==> src/rtl/obuf_rd_pkg.sv <==
// Shared types and constants for the output-buffer memory reader.
package obuf_rd_pkg;

  // Controller states; encoding is fixed so waveforms stay comparable across revisions.
  typedef enum logic [1:0] {
    IDLE  = 2'd0,
    ISSUE = 2'd1,
    DRAIN = 2'd2
  } rd_state_e;

  localparam int unsigned DEFAULT_FIFO_DEPTH = 4;

  // Pointer width for a power-of-two FIFO; a depth of one still gets a 1-bit pointer.
  function automatic int unsigned fifo_ptr_w(input int unsigned depth);
    return (depth > 1) ? $clog2(depth) : 1;
  endfunction

  // Width of the occupancy/credit counters is FIFO_PTR_W+1 so a full FIFO is representable.
  localparam int unsigned FIFO_PTR_W = fifo_ptr_w(DEFAULT_FIFO_DEPTH);

endpackage

==> src/rtl/obuf_rd_fifo.sv <==
// First-word-fall-through capture FIFO for read data returning from the output buffer.
module obuf_rd_fifo
  import obuf_rd_pkg::*;
#(
  parameter int unsigned DEPTH = DEFAULT_FIFO_DEPTH,
  parameter int unsigned WIDTH = 64,
  localparam int unsigned PTR_W = fifo_ptr_w(DEPTH)
) (
  input  logic             clk,
  input  logic             reset,
  input  logic             push,
  input  logic [WIDTH-1:0] push_data,
  input  logic             pop,
  output logic [WIDTH-1:0] head_data,
  output logic [PTR_W:0]   count,
  output logic             empty
);

  localparam logic [PTR_W:0] FullCnt = (PTR_W + 1)'(DEPTH);

  logic [WIDTH-1:0] mem_q [DEPTH];
  logic [PTR_W-1:0] wr_ptr_q, wr_ptr_d;
  logic [PTR_W-1:0] rd_ptr_q, rd_ptr_d;
  logic [PTR_W:0]   count_q, count_d;

  // Pointer and occupancy update; push and pop together leave the count unchanged.
  always_comb begin
    wr_ptr_d = wr_ptr_q;
    rd_ptr_d = rd_ptr_q;
    count_d  = count_q;
    if (push) wr_ptr_d = wr_ptr_q + PTR_W'(1);
    if (pop)  rd_ptr_d = rd_ptr_q + PTR_W'(1);
    unique case ({push, pop})
      2'b10:   count_d = count_q + (PTR_W + 1)'(1);
      2'b01:   count_d = count_q - (PTR_W + 1)'(1);
      default: count_d = count_q;
    endcase
  end

  // Control state; a reset empties the FIFO by rewinding the pointers.
  always_ff @(posedge clk) begin
    if (reset) begin
      wr_ptr_q <= '0;
      rd_ptr_q <= '0;
      count_q  <= '0;
    end else begin
      wr_ptr_q <= wr_ptr_d;
      rd_ptr_q <= rd_ptr_d;
      count_q  <= count_d;
    end
  end

  // Storage needs no reset: entries are only visible once counted.
  always_ff @(posedge clk) begin
    if (push) mem_q[wr_ptr_q] <= push_data;
  end

  // Head of queue and status flags.
  always_comb begin
    head_data = mem_q[rd_ptr_q];
    count     = count_q;
    empty     = (count_q == '0);
  end

  // Issue-side credit accounting must make both of these unreachable.
  assert property (@(posedge clk) disable iff (reset) !(push && !pop && count_q == FullCnt));
  assert property (@(posedge clk) disable iff (reset) !(pop && count_q == '0));

endmodule

==> src/rtl/obuf_mem_reader.sv <==
// Drain-side reader: turns one (base, count) command into output-buffer reads and streams
// the returned words out on a valid/ready interface.
module obuf_mem_reader
  import obuf_rd_pkg::*;
#(
  parameter int unsigned MEM_ADDR_WIDTH = 12,
  parameter int unsigned MEM_DATA_WIDTH = 64,
  parameter int unsigned CNT_W          = 16,
  parameter int unsigned READ_LATENCY   = 1,
  parameter int unsigned FIFO_DEPTH     = DEFAULT_FIFO_DEPTH
) (
  input  logic                      clk,
  input  logic                      reset,
  input  logic                      cmd_valid,
  output logic                      cmd_ready,
  input  logic [MEM_ADDR_WIDTH-1:0] cmd_base_addr,
  input  logic [CNT_W-1:0]          cmd_num_words,
  output logic                      mem_read_req,
  output logic [MEM_ADDR_WIDTH-1:0] mem_read_addr,
  input  logic [MEM_DATA_WIDTH-1:0] mem_read_data,
  output logic                      m_valid,
  input  logic                      m_ready,
  output logic [MEM_DATA_WIDTH-1:0] m_data,
  output logic                      m_last,
  output logic                      busy,
  output logic                      done
);

  localparam int unsigned PtrW = fifo_ptr_w(FIFO_DEPTH);
  localparam logic [PtrW+1:0] CreditMax = (PtrW + 2)'(FIFO_DEPTH);

  rd_state_e state_q, state_d;

  logic [MEM_ADDR_WIDTH-1:0] addr_q, addr_d;
  logic [CNT_W-1:0]          issue_rem_q, issue_rem_d;
  logic [CNT_W-1:0]          out_rem_q, out_rem_d;
  logic [READ_LATENCY-1:0]   rd_pipe_q, rd_pipe_d;

  logic                      accept;
  logic                      issue;
  logic                      have_credit;
  logic                      push;
  logic                      pop;
  logic                      drain_done;
  logic                      fifo_empty;
  logic [PtrW:0]             fifo_count;
  logic [PtrW:0]             inflight;
  logic [PtrW+1:0]           credit_used;
  logic [MEM_DATA_WIDTH-1:0] head_data;

  // Credit: a read goes out only if its data is guaranteed a FIFO slot on return.
  always_comb begin
    inflight = '0;
    for (int unsigned i = 0; i < READ_LATENCY; i++) begin
      inflight = inflight + (PtrW + 1)'(rd_pipe_q[i]);
    end
    credit_used = {1'b0, fifo_count} + {1'b0, inflight};
    have_credit = (credit_used < CreditMax);
  end

  // Handshake and datapath strobes shared by the FSM and the counters.
  always_comb begin
    accept     = (state_q == IDLE) && cmd_valid;
    issue      = (state_q == ISSUE) && (issue_rem_q != '0) && have_credit;
    push       = rd_pipe_q[READ_LATENCY-1];
    pop        = !fifo_empty && m_ready;
    drain_done = (state_q == DRAIN) && (out_rem_q == '0) && (inflight == '0);
  end

  // State register.
  always_ff @(posedge clk) begin
    if (reset) state_q <= IDLE;
    else       state_q <= state_d;
  end

  // Next-state logic.
  always_comb begin
    state_d = state_q;
    unique case (state_q)
      IDLE: begin
        if (accept) state_d = (cmd_num_words == '0) ? DRAIN : ISSUE;
      end
      ISSUE: begin
        if (issue_rem_q == '0 || (issue && issue_rem_q == CNT_W'(1))) state_d = DRAIN;
      end
      DRAIN: begin
        if (drain_done) state_d = IDLE;
      end
      default: state_d = IDLE;
    endcase
  end

  // FSM and stream outputs; the stream view is the FIFO head plus the remaining-word count.
  always_comb begin
    cmd_ready     = (state_q == IDLE);
    busy          = (state_q != IDLE);
    done          = drain_done;
    mem_read_req  = issue;
    mem_read_addr = issue ? addr_q : '0;
    m_valid       = !fifo_empty;
    m_data        = head_data;
    m_last        = !fifo_empty && (out_rem_q == CNT_W'(1));
  end

  // Address/count bookkeeping and the read-return shift register.
  always_comb begin
    addr_d      = addr_q;
    issue_rem_d = issue_rem_q;
    out_rem_d   = out_rem_q;
    if (accept) begin
      addr_d      = cmd_base_addr;
      issue_rem_d = cmd_num_words;
      out_rem_d   = cmd_num_words;
    end else begin
      if (issue) begin
        addr_d      = addr_q + MEM_ADDR_WIDTH'(1);
        issue_rem_d = issue_rem_q - CNT_W'(1);
      end
      if (pop) out_rem_d = out_rem_q - CNT_W'(1);
    end
    rd_pipe_d    = rd_pipe_q << 1;
    rd_pipe_d[0] = issue;
  end

  // Datapath registers; clearing rd_pipe_q on reset drops any data still in flight.
  always_ff @(posedge clk) begin
    if (reset) begin
      addr_q      <= '0;
      issue_rem_q <= '0;
      out_rem_q   <= '0;
      rd_pipe_q   <= '0;
    end else begin
      addr_q      <= addr_d;
      issue_rem_q <= issue_rem_d;
      out_rem_q   <= out_rem_d;
      rd_pipe_q   <= rd_pipe_d;
    end
  end

  obuf_rd_fifo #(
    .DEPTH (FIFO_DEPTH),
    .WIDTH (MEM_DATA_WIDTH)
  ) u_fifo (
    .clk       (clk),
    .reset     (reset),
    .push      (push),
    .push_data (mem_read_data),
    .pop       (pop),
    .head_data (head_data),
    .count     (fifo_count),
    .empty     (fifo_empty)
  );

endmodule
==> config.mk <==
export PLATFORM = sky130hd
export DESIGN_NAME = obuf_mem_reader
export DESIGN_NICKNAME = d
export VERILOG_FILES = /design/src/rtl/obuf_rd_pkg.sv /design/src/rtl/obuf_rd_fifo.sv /design/src/rtl/obuf_mem_reader.sv
export SDC_FILE = /design/constraint.sdc
export NUM_CORES = 1
export LEC_CHECK = 0
export ABC_AREA = 1
export BUFFER_PORTS_ARGS = -buffer_cell sky130_fd_sc_hd__buf_4
export CORE_ASPECT_RATIO = 0.8
export CORE_MARGIN = 1
export CORE_UTILIZATION = 35
export DETAILED_ROUTE_END_ITERATION = 12
export REMOVE_ABC_BUFFERS = 1
export SLEW_MARGIN = 20
export SYNTH_ARGS = -nofsm -noshare
export SYNTH_HDL_FRONTEND = slang
export SYNTH_SLANG_ARGS = --single-unit
==> constraint.sdc <==
create_clock -name clk -period 5.6 [get_ports clk]
set_input_delay 1.68 -clock clk [delete_from_list [all_inputs] [get_ports clk]]
set_output_delay 1.68 -clock clk [all_outputs]
set_load 0.03 [all_outputs]
-- Word-level counts from Yosys, hierarchy flattened
Memory sizes are Yosys's and may differ from the RTL's. A register that Yosys moved wholly into a read port is not among the register bits.
Cells that the tools add are included.
- flip-flop bits (word level): 54
- bits in writable memories: 256
- bits of input ports: 96
- memories: 1
- memory list (name ; words ; width ; read ports ; clocked after memory_dff ; write ports ; line ; RTL):
    u_fifo.mem_q ; 4 ; 64 ; 1 ; 1 ; 1 ; obuf_rd_fifo.sv:21 ; logic [WIDTH-1:0] mem_q [DEPTH];
- add/sub/neg operators: 8
- $lt $le $gt $ge: 1
- eq/ne operators: 9
- muxes and demuxes: 17
- reductions and logical operators: 22
- operator list (cell ; count):
    $mux 16 ; 4
    $logic_not 16->1 ; 3
    $mux 12 ; 3
    $eq 16x1->1 const B ; 2
    $sub 16x1->16 const B ; 2
    $reduce_bool 16->1 ; 1
    $add 12x1->12 const B ; 1
    $mux 2 ; 6
    $logic_and 1x1->1 ; 8
    $reduce_bool 2->1 ; 4
    $logic_not 3->1 ; 2
    $pmux 2 s3 ; 1
    $pmux 3 s2 ; 1
    $add 2x1->2 const B ; 2
    $add 3x1->4 ; 1
    $eq 2x1->1 const B ; 2
    $eq 2x2->1 const B ; 2
    $lt 4x3->1 const B ; 1
    $ne 2x1->1 const B ; 2
    $add 3x1->3 const B ; 1
    $reduce_and 3->1 ; 1
    $sub 3x1->3 const B ; 1
    $logic_not 2->1 ; 1
    $mux 1 ; 2
    3 further kinds ; 3

-- Depth between registers and ports, before layout
- depth in word-level cells: 7
- mapped depth: 12
- gate-level depth less buffers: 11

-- By module
From an unflattened synthesis, not the netlist that was laid out.
- cells, all modules: 1228
- area total of the unflattened synthesis: 13241.4 um^2
- by module, submodules not included (module ; instances ; cells each ; area an instance (um^2)):
    obuf_rd_fifo ; 1 ; 676 ; 9934.5
    obuf_mem_reader ; 1 ; 552 ; 3306.9

-- Least setup slack after synthesis
No wires, ideal clock.
- path type: register to output
- start point: register issue_rem_q[0]
- end point: output mem_read_addr[10]
- data arrival time: 1681 ps
- data required time: 3920 ps
- setup slack: 2239 ps
- cell stages (with the launch flop): 10
- path buffers: 2
- cell sequence: dfxtp_1 inv_1 ha_1 nand2_1 nor2_2 nand2_2 nand3_4 buf_4 buf_2 nor2_1
- cells in the longest elaborated chain, start to end: 4
- ends and longest elaborated chain (item ; line ; RTL):
    start: declaration ; obuf_mem_reader.sv:35 ; logic [CNT_W-1:0] issue_rem_q, issue_rem_d;
    start signal: assignment ; obuf_mem_reader.sv:134 ; issue_rem_q <= issue_rem_d;
    $reduce_bool 16->1 ; obuf_mem_reader.sv:64 ; issue = (state_q == ISSUE) && (issue_rem_q != '0) && have_credit;
    $logic_and 1x1->1 (2 in a row) ; obuf_mem_reader.sv:64 ;
    $mux 12 ; obuf_mem_reader.sv:99 ; mem_read_addr = issue ? addr_q : '0;
    end: declaration ; obuf_mem_reader.sv:19 ; output logic [MEM_ADDR_WIDTH-1:0] mem_read_addr,
No other way between the ends.

==> impl_results.md <==
* Number of remaining DRC errors at 0
* Crit Path Category: reg2out
* Total power at 8.18 mW
* Final setup margin at 1.18 ns
* Worst Setup Start Kind: flip-flop
* DP Wirelength at 19100 um
* Buf+Inv Stages, Crit Path at 3
* Die area at 37900 sq um
* Outcome: finished clean
* DRT antenna net count at 0
* Final core occ at 43.7%
* Crit-path cells: clkinv_2, buf_12, o21ai_0, o22ai_1, buf_4
* Synth area leaders: edfxtp_1 59%, dfxtp_1 8.6%, nor2_1 6.4%
* DR vias/cell at 4.96
* Setup Skew at 0.0128 ns
* Finished Cell Area at 15800 sq um
* Register area share after synthesis at between 60% and 70%
* Final hold vios at 0
* Number of global-route vias before repair at 8818
* Headroom to the max-slew limit at 30.0%
* Average routed wire per standard cell at 16.9 um
* Synth Register Bits at roughly 310
* CTS root buffer: clkbuf_16
* Mapped cell area at 13000 sq um
* 1st-pass router iterations at 5
* Die width at 217 um
* Max Cap Viol at 0
* CP arrival at 2.74 ns
* Placed cell area at 14700 sq um
* Gates resized, CTS repair at 0
* Port Buf Inserts at 177
* Routed WL at 31500 um
* Peak VDD IR at 0.234 mV
* Count leader, synth: edfxtp_1
* Postcts setup bufs at 0
* I/O pin count at about 180
* Delay-heaviest family, CP: buffers and inverters
* CTS Buf Count at 34
* Crit path required time at 3.92 ns
* Final hold slack at roughly 0.47 ns
* Yosys top cell by area: edfxtp_1
* Largest net degree at the start of global routing at 87
* Area Overhead vs Synth at 22.0%
* Tmin final at ~4.4 ns
* Crit path largest cell delay at 0.62 ns
* Vias at 9237
* First-pass GRT wire length at 49400 um
* CTS tree: done
* Dpl cells at approximately 1800
* Most frequent cells after synthesis: 256 x edfxtp_1, 221 x nor2_1, 150 x o21ai_0
* Power per cell area at 516 nW/um^2
* Starting density of the core at roughly 36%
* Worst-path maximum fanout at 60
* Layout net count at 1466
* Number of H-tree levels at 2
* Initial antenna violation count at 1
* Setup Viol. Count Final at 0
* Leakage at 5.99 nW
* Synth cell types at 33
* Yosys Warn Count at 0
* Slowest stage cell, crit path: dfxtp_4
* CP Capture Type: output pin
* TNS Setup at 0 ns
* Hold path start: u_fifo.rd_ptr_q[1]
* Avg Cell Area, Syn at 10.9 sq um
* Reg2Reg Launch Point: state_q[1]
* DR iter-0 viols at approximately 660
* Highest Clock Rate at 226 MHz
* Ys flop type: edfxtp_1
* Clk sink count at 312
* Die height at 174 um
* Remaining Overflow, GRT at 0
* CTS Buffer Depth at 3
* Worst Max-Slew Pin Slew at 1.05 ns
* Clk pin slew, worst setup/hold paths at 0.05 ns
* Max Slew Vio Count at 0
* Min-Delay Path Class: reg2reg
* Post-synth EDFFs at ~260
* Period utilisation layout at 78.9%
* Mapped Cells at roughly 1200
* Placeable Area at between 30000 and 40000 sq um
* Row count at 62
* RSZ-0062 raised after global routing: false
* Pre-CTS setup slack at around 1.7 ns
* Ys async rst share at 0%
* Clock latency on the worst-skew pair at 0.53 ns
* Hold-fix buffers, CTS at 0
* GRT Overall Usage at around 17%
* Non-Filler Instances at 1864
* GP Congestion at 0.861
* Share of the synthesized area in the top cell type at 59.2%
* Share of layout cells above drive strength 1 at 18.5%
## cell usage in the layout (no fill, tap or decap), types with 2 or more instances in the layout
cell	n
o21ai_1	5
bufinv_16	3
inv_16	2
ha_1	12
xor2_1	15
a21oi_1	32
inv_2	11
nand4_1	7
nor3_1	11
clkinv_1	11
edfxtp_1	256
o211ai_1	4
o21bai_1	5
nor2_2	5
clkbuf_1	9
nand2_2	4
xnor2_1	5
dfxtp_1	54
buf_4	185
inv_1	64
nand3_1	44
nor2_1	221
o21ai_0	150
clkbuf_16	34
clkinv_2	3
o22ai_1	64
nand2_1	143
nor2_4	2
nand3b_1	4
a31oi_1	9
## layout make-up
class                   count  area [sq um]
multi-input cells         746          3640
diodes                      1          2.50
well taps                 480           601
clock buffers              43           885
clock inverters            19           203
flip-flops and latches    312          8810
repair buffers            186          1410
fillers                  3399         20400
inverters                  77           290
## state kept, by name, indices dropped and copies added, names as in the netlist, named ones only
register,flops
u_fifo.wr_ptr_q,2
u_fifo.rd_ptr_q,2
issue_rem_q,16
out_rem_q,16
u_fifo.mem_q,256
u_fifo.count,3
state_q,2
addr_q,12
push,1
## per-layer routing
metal	share of wire (%)	vias to the layer above	global-route usage, %
met5	0	-	0
met4	1.8	0	4.52
met3	5.5	42	3.08
met2	44	235	25.5
met1	48	4433	24.2
li1	-	4527	-
## where the power goes
group	switching (mW)	internal, mW
registers	0.216	2.80
logic	2.00	0.968
clock network	0.912	1.28
total	3.13	5.04
## worst min-delay path, stage by stage (launching register included)
cell	delay [ns]
dfxtp_1	0.29
inv_1	0.06
a21oi_1	0.07
## cell families after synthesis
family	synth area share, %
compound gates	11.3
xor+xnor	1.35
fa+ha+maj	1.31
buf+inv	4.18
flops	67.8
simple gates	14.0
## final timing paths
path                         to  slack, ns  depth (start not counted)
setup / recovery     m_data[29]       1.18                          5
setup reg to reg  out_rem_q[15]       3.08                          8
hold reg to reg       flip-flop       0.47                          2
hold / removal        flip-flop       0.47                          2
No activity file was read; power rests on OpenSTA's default activity.
